<file path="config.mk">
export PLATFORM = sky130hd
export DESIGN_NAME = rca16_structural_adder
export DESIGN_NICKNAME = d
export VERILOG_FILES = /design/src/rtl/rca16_structural_adder.sv
export SDC_FILE = /design/constraint.sdc
export NUM_CORES = 1
export LEC_CHECK = 0
export ABC_AREA = 1
export BUFFER_PORTS_ARGS = -buffer_cell sky130_fd_sc_hd__buf_2
export CAP_MARGIN = 10
export CORE_MARGIN = 3
export CORE_UTILIZATION = 40
export DETAILED_ROUTE_END_ITERATION = 10
export PLACE_DENSITY = 0.78
export SLEW_MARGIN = 20
export SYNTH_ARGS = -nofsm -noshare
export SYNTH_HDL_FRONTEND = slang
export SYNTH_SLANG_ARGS = --single-unit
</file>
<file path="constraint.sdc">
create_clock -name clk -period 0.8 [get_ports clk]
set_input_delay 0.08 -clock clk [delete_from_list [all_inputs] [get_ports clk]]
set_output_delay 0.08 -clock clk [all_outputs]
set_load 0.005 [all_outputs]
</file>
<file path="src/rtl/rca16_structural_adder.sv">
// Registered 16-bit structural ripple-carry adder: {cout, sum} = a + b + cin.
// Full-adder cells are built from gate-level expressions, chained in groups of
// GROUP cells, with the groups chained to WIDTH bits. ovf flags signed overflow.
// Optional build macro RCA16_IN_REG_EN: register a/b/cin before the ripple chain
// (latency 2 instead of 1); the port list is unchanged.
module rca16_structural_adder #(
  parameter int unsigned WIDTH = 16,
  parameter int unsigned GROUP = 4
) (
  input  logic             clk,
  input  logic             rst_n,
  input  logic [WIDTH-1:0] a,
  input  logic [WIDTH-1:0] b,
  input  logic             cin,
  output logic [WIDTH-1:0] sum,
  output logic             cout,
  output logic             ovf
);

  localparam int unsigned NGROUP = WIDTH / GROUP;

  logic [WIDTH-1:0] op_a;
  logic [WIDTH-1:0] op_b;
  logic             op_cin;

`ifdef RCA16_IN_REG_EN
  // Input capture stage; the adder works on these registered copies.
  always_ff @(posedge clk or negedge rst_n) begin
    if (!rst_n) begin
      op_a   <= '0;
      op_b   <= '0;
      op_cin <= 1'b0;
    end else begin
      op_a   <= a;
      op_b   <= b;
      op_cin <= cin;
    end
  end
`else
  // Inputs feed the ripple chain directly.
  assign op_a   = a;
  assign op_b   = b;
  assign op_cin = cin;
`endif

  logic [WIDTH-1:0] s;
  logic             c_msb_in;   // carry into the top bit
  logic             c_out;      // carry out of the top bit
  logic             ovf_n;

  // Ripple chain: each cell and group carries a scalar carry-in/out so the
  // chain is a plain net-to-net path rather than a self-referencing vector.
  for (genvar g = 0; g < int'(NGROUP); g++) begin : g_group
    logic gci;
    logic gco;

    if (g == 0) begin : g_cin_first
      assign gci = op_cin;
    end else begin : g_cin_chain
      assign gci = g_group[g-1].gco;
    end

    for (genvar i = 0; i < int'(GROUP); i++) begin : g_cell
      localparam int BIT = g * int'(GROUP) + i;
      logic ci;
      logic co;
      logic p;

      if (i == 0) begin : g_ci_first
        assign ci = gci;
      end else begin : g_ci_chain
        assign ci = g_cell[i-1].co;
      end

      // Gate-level full adder.
      assign p      = op_a[BIT] ^ op_b[BIT];
      assign s[BIT] = p ^ ci;
      assign co     = (op_a[BIT] & op_b[BIT]) | (ci & p);
    end

    assign gco = g_cell[GROUP-1].co;
  end

  assign c_out    = g_group[NGROUP-1].gco;
  assign c_msb_in = g_group[NGROUP-1].g_cell[GROUP-1].ci;
  assign ovf_n    = c_msb_in ^ c_out;

  // Output register stage, cleared asynchronously.
  always_ff @(posedge clk or negedge rst_n) begin
    if (!rst_n) begin
      sum  <= '0;
      cout <= 1'b0;
      ovf  <= 1'b0;
    end else begin
      sum  <= s;
      cout <= c_out;
      ovf  <= ovf_n;
    end
  end

endmodule

</file>
**Word-level counts from Yosys, hierarchy flattened**

Index checks and enable logic that the tools add are counted.

- Bitwise operators: 81

Operators with widths:

| cell | number |
|---|---|
| 1-bit bitwise XOR | 33 |
| 1-bit bitwise AND | 32 |
| 1-bit bitwise OR | 16 |

- Register bits after elaboration: 18
- Output and inout bits: 18
- Logic and storage cells: 84

**Depth between registers and ports, before layout**

Gate-level depths: netlist (run 1).

- Word-level depth: 34
- Gate-level depth with buffers: 22
- Gate-level depth less buffers: 22

**Least setup slack after synthesis (run 1)**

Ideal clock, no wire load.

- Path kind: input to register
- From: input port a[0]
- To: register sum[15]
- Arrival time: 6.190 ns
- Data required time: 0.736 ns
- Setup slack: -5.454 ns
- Cell stages on the path: 20
- Path buffers: 0
- Path through: fa_1 -> inv_1 -> fa_1 -> inv_1 -> fa_1 -> fa_1 -> fa_1 -> fa_1 -> fa_1 -> fa_1 -> fa_1 -> fa_1 -> fa_1 -> fa_1 -> fa_1 -> fa_1 -> fa_1 -> inv_1 -> fa_1 -> inv_1

- Longest elaborated chain between the ends: 32
- Elaborated cells between the ends (all ways): 33
- Classes of those cells: 33 x bitwise

RTL lines:

| what | RTL line | text |
|---|---|---|
| start: declaration | 12 | `input logic [WIDTH-1:0] a,` |
| 1-bit bitwise XOR | 76 | `assign p = op_a[BIT] ^ op_b[BIT];` |
| 1-bit bitwise AND | 78 | `assign co = (op_a[BIT] & op_b[BIT]) \| (ci & p);` |
| 1-bit bitwise OR (*) | 78 |  |
| 1-bit bitwise AND (*) | 78 |  |
| 1-bit bitwise OR (*) | 78 |  |
| 1-bit bitwise AND (*) | 78 |  |
| 1-bit bitwise OR (*) | 78 |  |
| 1-bit bitwise AND (*) | 78 |  |
| [17 not listed] | - |  |
| 1-bit bitwise AND (*) | 78 |  |
| 1-bit bitwise OR (*) | 78 |  |
| 1-bit bitwise AND (*) | 78 |  |
| 1-bit bitwise OR (*) | 78 |  |
| 1-bit bitwise AND (*) | 78 |  |
| 1-bit bitwise OR (*) | 78 |  |
| 1-bit bitwise XOR (*) | 77 | `assign s[BIT] = p ^ ci;` |
| via s[15] | 46 | `logic [WIDTH-1:0] s;` |
| end signal: assignment | 95 | `sum <= s;` |
| end: declaration | 15 | `output logic [WIDTH-1:0] sum,` |

Mark *: on every way through the listed nets, which the timed path passes. The rest lies on a longest branch.

**Worst setup path after layout (run 1)**

Ends and elaborated chain as after synthesis.

==> flow_summary.toml, run 1 <==
[setup_path]
crit_path_max_incr_delay_ps = 430
path_buf_inv = 5
end_kind = "flip-flop"
crit_path_max_fanout = 2
crit_family = "adder cells"
path_common_cell = "fa_2"
start_kind = "primary input"
required_ps = 1040
setup.worst_path.class = "in -> reg"
path_depth = 21
crit_arrival_ps = 5900
cp_slowest_cell = "fa_2"
path_cells = "buf_6 -> fa_2 -> inv_2 -> fa_2 -> inv_2 -> fa_2 -> fa_2 -> fa_2 -> fa_2 -> fa_2 -> fa_2 -> fa_2 -> fa_2 -> fa_2 -> fa_2 -> fa_2 -> fa_2 -> fa_2 -> inv_2 -> fa_2 -> inv_2"

[drt]
ant_nets = 0
dr.pass1.iters = 2
drt_iter0_markers = 1
wl_um = 1490
routedWlPerCell_um = 11.5
drc = 0
viasPerCell = 4.24
vias = 547

[power]
irDropWorstVdd_uv = 1000
powerDensity_nw_per_um2 = 1770
leakage_uw = 0.000599
power_uw = 2120

[yosys]
synth-seq-cells = 18
syn_inst = 47
avgSynthCellArea_um2 = 17.4
yosys.area.top_type = "dfrtp_1"
synthTopCellsByArea = "dfrtp_1 (55%), fa_1 (39%), inv_1 (4.1%)"
ys_warn_count = 0
synth.distinct_cells = 5
yosysTopAreaCellShare = 0.550
synth_area_um2 = 820
ys_seq_area_frac = 0.550
synth_nets = 98

[floorplanning]
initial_core_util = 0.450
core_um2 = 1820
fp-row-count = 15
dieArea_um2 = 2630
die_h_um = 51.3
die_width_um = 51.3
ioPinCount = 53

[clock_network]
htree_levels = 1
clock-sinks = 18
root_buffer = "clkbuf_4"
max-clock-path-buffers = 2
cts_buffers = 3
clk_pin_slew_ps = 90
cts_tree = "done"

[sta]
slew_headroom = 0.748
hold_ws_ps = 78.0
post-route-min-period_ps = 5670
rsz0062_at_grt = "true"
tightest_slew_ps = 378
fin_crit_sh = 7.09
slew_violations = 0
fmax_mhz = 176
report.final.hold_viol_count = 0
setup_viol = 35
fin_setup_tns_ps = -46480
fin_ws_ps = -4870

[min_path]
hp-start = "a[0]"
hp-class = "in -> reg"
hold_end = "sum[0]$_DFF_PN0_"
worstHoldPathCells = 2

[global_routing]
grtUsageTotal = 0.130
grt-ovfl-total = 0
grt_pass1_vias = 599
grt_first_pass_wirelength_um = 2440
antenna_found_initial = 0
grt_max_degree = 19

[final_layout]
nNetsFinal = 157
finish.utilization = 0.659
n_fill_cell = 142
num_antenna_cells = 0
drive_gt1_frac = 0.760
syn_to_final_growth_pct = 46.4
regArea_um2 = 450
multi_input_area_um2 = 374
final_cells = 129

[placed_design]
dp.cells = 124
port_buffers = 52
gp_congestion = 0.665
dpl.hpwl_um = 1290

[status]
outcome = "finished, violations left"
failed_checks = "setup timing"

[job]
drv_cap = 0
## stage by stage
| stage | cell area [um2] | worst slack (ps) |
|---|---|---|
| 2_1_floorplan | 860 | -4910 |
| 3_3_place_gp | 1150 | -5120 |
| 3_5_place_dp | 1150 | -5220 |
| 4_1_cts | 1200 | -4880 |
| 5_1_grt | 1200 | -4960 |
| 6_report | 1200 | -4870 |
## cell usage in the layout (no fill, tap or decap)
| cell | instances |
|---|---|
| nand2_2 | 1 |
| nand2_1 | 2 |
| fa_2 | 16 |
| buf_2 | 51 |
| inv_2 | 6 |
| clkbuf_4 | 3 |
| dlygate4sd3_1 | 1 |
| buf_4 | 1 |
| buf_6 | 1 |
| dfrtp_1 | 18 |
| inv_1 | 4 |
## area by class of cell
cell class,count,area share
inverters,10,0.0313
well taps,25,0.0261
multi-input cells,19,0.312
clock buffers,3,0.0188
flip-flops and latches,18,0.375
repair buffers,54,0.237
## registers in the layout, summed over array words and instances, names as in the netlist
| name | cells |
|---|---|
| ovf | 1 |
| sum | 16 |
| cout | 1 |
## power by group
part,switching [uW],internal (uW)
Combinational,271,304
Sequential,35.4,1080
Clock,258,175
## timing repair
item                                    in CTS  in global routing
endpoints found under the hold margin       18                  0
resized for setup                            1                  3
endpoints found under the setup margin      35                 35
pin swaps                                    1                  0
hold buffers                                 1                  0
setup buffers                                1                  0
## per-layer routing
layer,global-route usage,vias to the layer above,share of wire
met1,0.134,262,0.32
met3,0.0379,3,0.12
met2,0.232,36,0.54
met4,0.0786,0,0.021
li1,-,246,-
met5,0,-,0
## logic make-up after synthesis
group / synth area share
AND/OR/NAND/NOR: 0.0137
buffers and inverters: 0.0458
flip-flops: 0.550
adder cells (fa/ha/maj): 0.391
## Yosys cell counts, drive strengths merged
cell type	number
dfrtp	18
fa	16
nand2	3
inv	10
## how the worst max path moves through the flow
stage | startpoint | endpoint | slack [ps]
after floorplan | a[0] | sum[15]$_DFF_PN0_ | -4910
after global placement | a[0] | sum[15]$_DFF_PN0_ | -5120
after detailed placement | a[0] | sum[15]$_DFF_PN0_ | -5220
after CTS | a[0] | sum[15]$_DFF_PN0_ | -4880
after global routing | a[0] | sum[15]$_DFF_PN0_ | -4960
final | a[0] | sum[15]$_DFF_PN0_ | -4870
(Power assumes the default switching activity.)
==> inputs of run 2 (changes only) <==
--- a/config.mk
+++ b/config.mk
@@ -8,7 +8,6 @@
 export ABC_AREA = 1
 export BUFFER_PORTS_ARGS = -buffer_cell sky130_fd_sc_hd__buf_2
 export CAP_MARGIN = 10
-export CORE_MARGIN = 3
 export CORE_UTILIZATION = 40
 export DETAILED_ROUTE_END_ITERATION = 10
 export PLACE_DENSITY = 0.78
==> run 2 against run 1 <==
Net effect: the run still ends with setup timing left; sequential share of layout area decreased by 1.0 points; via count increased by 2.0%; utilization decreased by 2.4 points; worst setup slack got worse by 38 ps; hold slack improved by 29 ps; power increased by 0.74%; final area increased by 2.8%; global-route usage decreased by 0.35 points; die area decreased by 15%; sequential power about the same; routed wire length decreased by 0.13%; critical endpoint unchanged.
==> flow_summary.toml, run 2 (same netlist as run 1, synthesis figures left out) <==
[placed_design]
gp_congestion = 0.672
pre_cts_ws_ps = -5240
dp.cells = 127
port_buffers = 52
dpl.hpwl_um = 1270

[status]
outcome = "finished, violations left"
failed_checks = "setup timing"

[clock_network]
cts_tree = "done"
max-clock-path-buffers = 2
clk_pin_slew_ps = 90
htree_levels = 1
clock-sinks = 18
cts_buffers = 3
root_buffer = "clkbuf_4"

[setup_path]
setup.worst_path.class = "in -> reg"
crit_arrival_ps = 5930
end_kind = "flip-flop"
start_kind = "primary input"
path_cells = "buf_6 -> fa_2 -> inv_2 -> fa_2 -> inv_2 -> fa_2 -> fa_2 -> fa_2 -> fa_2 -> fa_2 -> fa_2 -> fa_2 -> fa_2 -> fa_2 -> fa_2 -> fa_2 -> fa_2 -> fa_2 -> inv_2 -> fa_2 -> inv_2"
cp_slowest_cell = "fa_2"
crit_path_max_fanout = 2
path_common_cell = "fa_2"
path_buf_inv = 5
crit_family = "adder cells"
crit_path_max_incr_delay_ps = 430
required_ps = 1020

[global_routing]
grt_max_degree = 19
grt_pass1_vias = 497
grtUsageTotal = 0.127
antenna_found_initial = 0
grt_first_pass_wirelength_um = 1890
grt-ovfl-total = 0

[sta]
post-route-min-period_ps = 5710
slew_headroom = 0.749
fin_ws_ps = -4910
setup_viol = 35
fmax_mhz = 175
tightest_slew_ps = 376
slew_violations = 0
rsz0062_at_grt = "true"
report.final.hold_viol_count = 0
fin_crit_sh = 7.13

[power]
powerDensity_nw_per_um2 = 1730
power_uw = 2140
leakage_uw = 0.000617
irDropWorstVdd_uv = 956

[final_layout]
num_antenna_cells = 0
largest_registers = "sum x16, cout x1, ovf x1"
n_fill_cell = 155
syn_to_final_growth_pct = 50.5
nNetsFinal = 160
layout_commonest_cell = "buf_2"
largest_reg_flops = 16
final_cells = 134
drive_gt1_frac = 0.757
max_flop_register = "sum"
final_cell_mix = "buf_2 (51), dfrtp_1 (18), fa_2 (16)"

[drt]
ant_nets = 0
wl_um = 1490
vias = 558
drt_iter0_markers = 11
drc = 0
dr.pass1.iters = 4
routedWlPerCell_um = 11.1
viasPerCell = 4.16

[floorplanning]
dieArea_um2 = 2230
fp-row-count = 16
core_um2 = 1940
die_h_um = 47.3
initial_core_util = 0.422
die_width_um = 47.3
ioPinCount = 53

[min_path]
hp-class = "in -> reg"
hp-start = "b[11]"
worstHoldPathCells = 2
hold_end = "sum[11]$_DFF_PN0_"

[job]
drv_cap = 0
-- run 2: routing by layer --
layer / routed length (um) / global-route usage / vias to the layer above
met5: 0 / 0 / -
met4: 0 / 0.0514 / 0
met3: 77 / 0.0154 / 0
met2: 920 / 0.258 / 29
met1: 488 / 0.126 / 277
li1: - / - / 252
-- run 2: area by class of cell --
class                      instances  area [um2]  area share
clock buffer                       3        22.5      0.0183
inverter                          10        37.5      0.0304
multi-input combinational         19         372       0.301
sequential                        18         450       0.365
tap                               27        33.8      0.0274
timing repair buffer              57         318       0.258
-- run 2: worst max path at each step --
stage	to	startpoint	depth (start not counted)	slack (ps)
3_5_place_dp	sum[15]$_DFF_PN0_	a[0]	21	-5240
6_report	sum[15]$_DFF_PN0_	a[0]	21	-4910
2_1_floorplan	sum[15]$_DFF_PN0_	a[0]	20	-4910
5_1_grt	sum[15]$_DFF_PN0_	a[0]	21	-5010
3_3_place_gp	sum[15]$_DFF_PN0_	a[0]	21	-5140
4_1_cts	sum[15]$_DFF_PN0_	a[0]	21	-4920
-- run 2: stage by stage --
stage / utilization / setup TNS, ps / area, um2 / hold slack, ps
after global placement: 0.598 / -50240 / 1160 / 12.9
after global routing: 0.635 / -48220 / 1230 / 91.2
after detailed placement: 0.598 / -51440 / 1160 / 19.7
after CTS: 0.635 / -46950 / 1230 / 102
after floorplan: - / -47300 / 860 / -216
final: 0.635 / -46580 / 1230 / 107
-- run 2: power by group --
| group | internal, uW | switching [uW] |
|---|---|---|
| clock network | 174 | 237 |
| logic | 331 | 274 |
| registers | 1080 | 41.8 |
-- run 2: repair_timing --
action / 4_1_cts / 5_1_grt
setup buffers: 6 / 1
endpoints found under the setup margin: 35 / 35
endpoints found under the hold margin: 18 / 0
hold buffers: 1 / 0
resized for setup: 5 / 2
==> inputs of run 3 (changes only) <==
==> constraint.sdc (replaced) <==
create_clock -name clk -period 0.8 [get_ports clk]
set_input_delay 0.2 -clock clk [delete_from_list [all_inputs] [get_ports clk]]
set_output_delay 0.2 -clock clk [all_outputs]
set_load 0.005 [all_outputs]
==> run 3 against run 2 <==
Net effect: the flow still finishes with violations (setup timing); flip-flop and latch count stayed put; clock power up 2%; clock-buffer cell count stayed put; sequential share of layout area up 1.3 points; critical path type unchanged; largest cell class unchanged; largest power group unchanged.
==> flow_summary.toml, run 3 (same netlist as run 1, synthesis figures left out) <==
[status]
outcome = "finished, violations left"
failed_checks = "setup timing"

[setup_path]
end_kind = "flip-flop"
start_kind = "primary input"
required_ps = 1030
crit_path_max_fanout = 2
crit_arrival_ps = 6060
setup.worst_path.class = "in -> reg"

[sta]
report.final.hold_viol_count = 0
fin_ws_ps = -5040
slew_violations = 0
rsz0062_at_grt = "true"
post-route-min-period_ps = 5840
fmax_mhz = 171
setup_viol = 35
fin_crit_sh = 7.30
tightest_slew_ps = 387
slew_headroom = 0.742

[clock_network]
clk_pin_slew_ps = 90
root_buffer = "clkbuf_4"
cts_tree = "done"
max-clock-path-buffers = 2
cts_setup_buffers = 0
htree_levels = 1
clock-sinks = 18
cts_buffers = 3

[global_routing]
grt-ovfl-total = 0
grt_first_pass_wirelength_um = 2110
grtUsageTotal = 0.142
antenna_found_initial = 0
grt_max_degree = 19
grt_pass1_vias = 549

[placed_design]
pre_cts_ws_ps = -5370
placed_area_um2 = 1150
dpl.hpwl_um = 1340
gp_congestion = 0.657
port_buffers = 52

[final_layout]
final_cell_mix = "buf_2 (51), dfrtp_1 (18), fa_2 (16)"
largest_reg_flops = 16
layout_commonest_cell = "buf_2"
largest_registers = "sum x16, cout x1, ovf x1"
nNetsFinal = 156
fin_area_um2 = 1190
num_antenna_cells = 0
drive_gt1_frac = 0.748
syn_to_final_growth_pct = 45.5
n_fill_cell = 152
max_flop_register = "sum"

[drt]
vias = 552
ant_nets = 0
routedWlPerCell_um = 12.1
wl_um = 1570
viasPerCell = 4.25
dr.pass1.iters = 4
drc = 0
drt_iter0_markers = 4

[power]
powerDensity_nw_per_um2 = 1770
leakage_uw = 0.000594
irDropWorstVdd_uv = 1060

[floorplanning]
initial_core_util = 0.422
ioPinCount = 53
die_width_um = 47.3
dieArea_um2 = 2230
die_h_um = 47.3
core_um2 = 1940
fp-row-count = 16

[job]
drv_cap = 0

[min_path]
hp-class = "in -> reg"
worstHoldPathCells = 2
-- run 3: cell count changes in the layout (fill, tap and decap cells not counted), sizes merged --
cell  before  now
buf       56   52
-- run 3: metal layers --
metal	routed length (um)	vias up	GRT usage
met5	0	-	0
met4	0	0	0.0514
met3	66	0	0
met2	999	27	0.296
met1	504	280	0.149
li1	-	245	-
-- run 3: report_power, final --
group	total (uW)	switching, uW	internal [uW]	leakage (uW)
combinational	575	272	303	0.000370
sequential	1110	37.7	1080	0.000210
clock	420	246	174	0.0000138
total	2110	556	1550	0.000594
-- run 3: final cells by class --
type                    instances  area [um2]  share of cell area
repair buffers                 53         277               0.232
multi-input cells              19         372               0.312
clock buffers                   3        22.5              0.0189
well taps                      27        33.8              0.0283
flip-flops and latches         18         450               0.378
inverters                      10        37.5              0.0315
-- run 3: per-stage QoR --
stage | cells | TNS, ps | power [uW] | utilization | hold slack (ps)
after global placement | 126 | -52310 | 1650 | 0.594 | 132
after detailed placement | 126 | -53600 | 1710 | 0.594 | 144
final | 130 | -50830 | 2110 | 0.614 | 220
after floorplan | 47 | -49340 | 1340 | - | -95.6
after CTS | 130 | -51130 | 2140 | 0.614 | 216
after global routing | 130 | -52960 | 2290 | 0.614 | 209
-- run 3: critical path, cell delays in order --
cell and delay, ps:
buf_6 100, fa_2 370, inv_2 60, fa_2 180, inv_2 40, fa_2 330, fa_2 340, fa_2 350
fa_2 360, fa_2 360, fa_2 340, fa_2 350, fa_2 350, fa_2 350, fa_2 350, fa_2 350
fa_2 370, fa_2 360, inv_2 80, fa_2 440, inv_2 50
-- run 3: what timing repair did --
| action | 4_1_cts | 5_1_grt |
|---|---|---|
| endpoints found under the setup margin | 35 | 35 |
| hold endpoints to repair | 18 | 0 |
| gates resized for setup | 1 | 2 |
| hold buffers | 1 | 0 |
| pin swaps | 2 | 1 |
-- run 3: path summary, 6_finish.rpt --
kind / start / endpoint / slack [ps]
worst min-delay path: a[0] / sum[0]$_DFF_PN0_ / 220
worst max-delay path: a[0] / sum[15]$_DFF_PN0_ / -5040
max in group asynchronous: rst_n / sum[6]$_DFF_PN0_ / 140
min in group asynchronous: rst_n / sum[4]$_DFF_PN0_ / 380
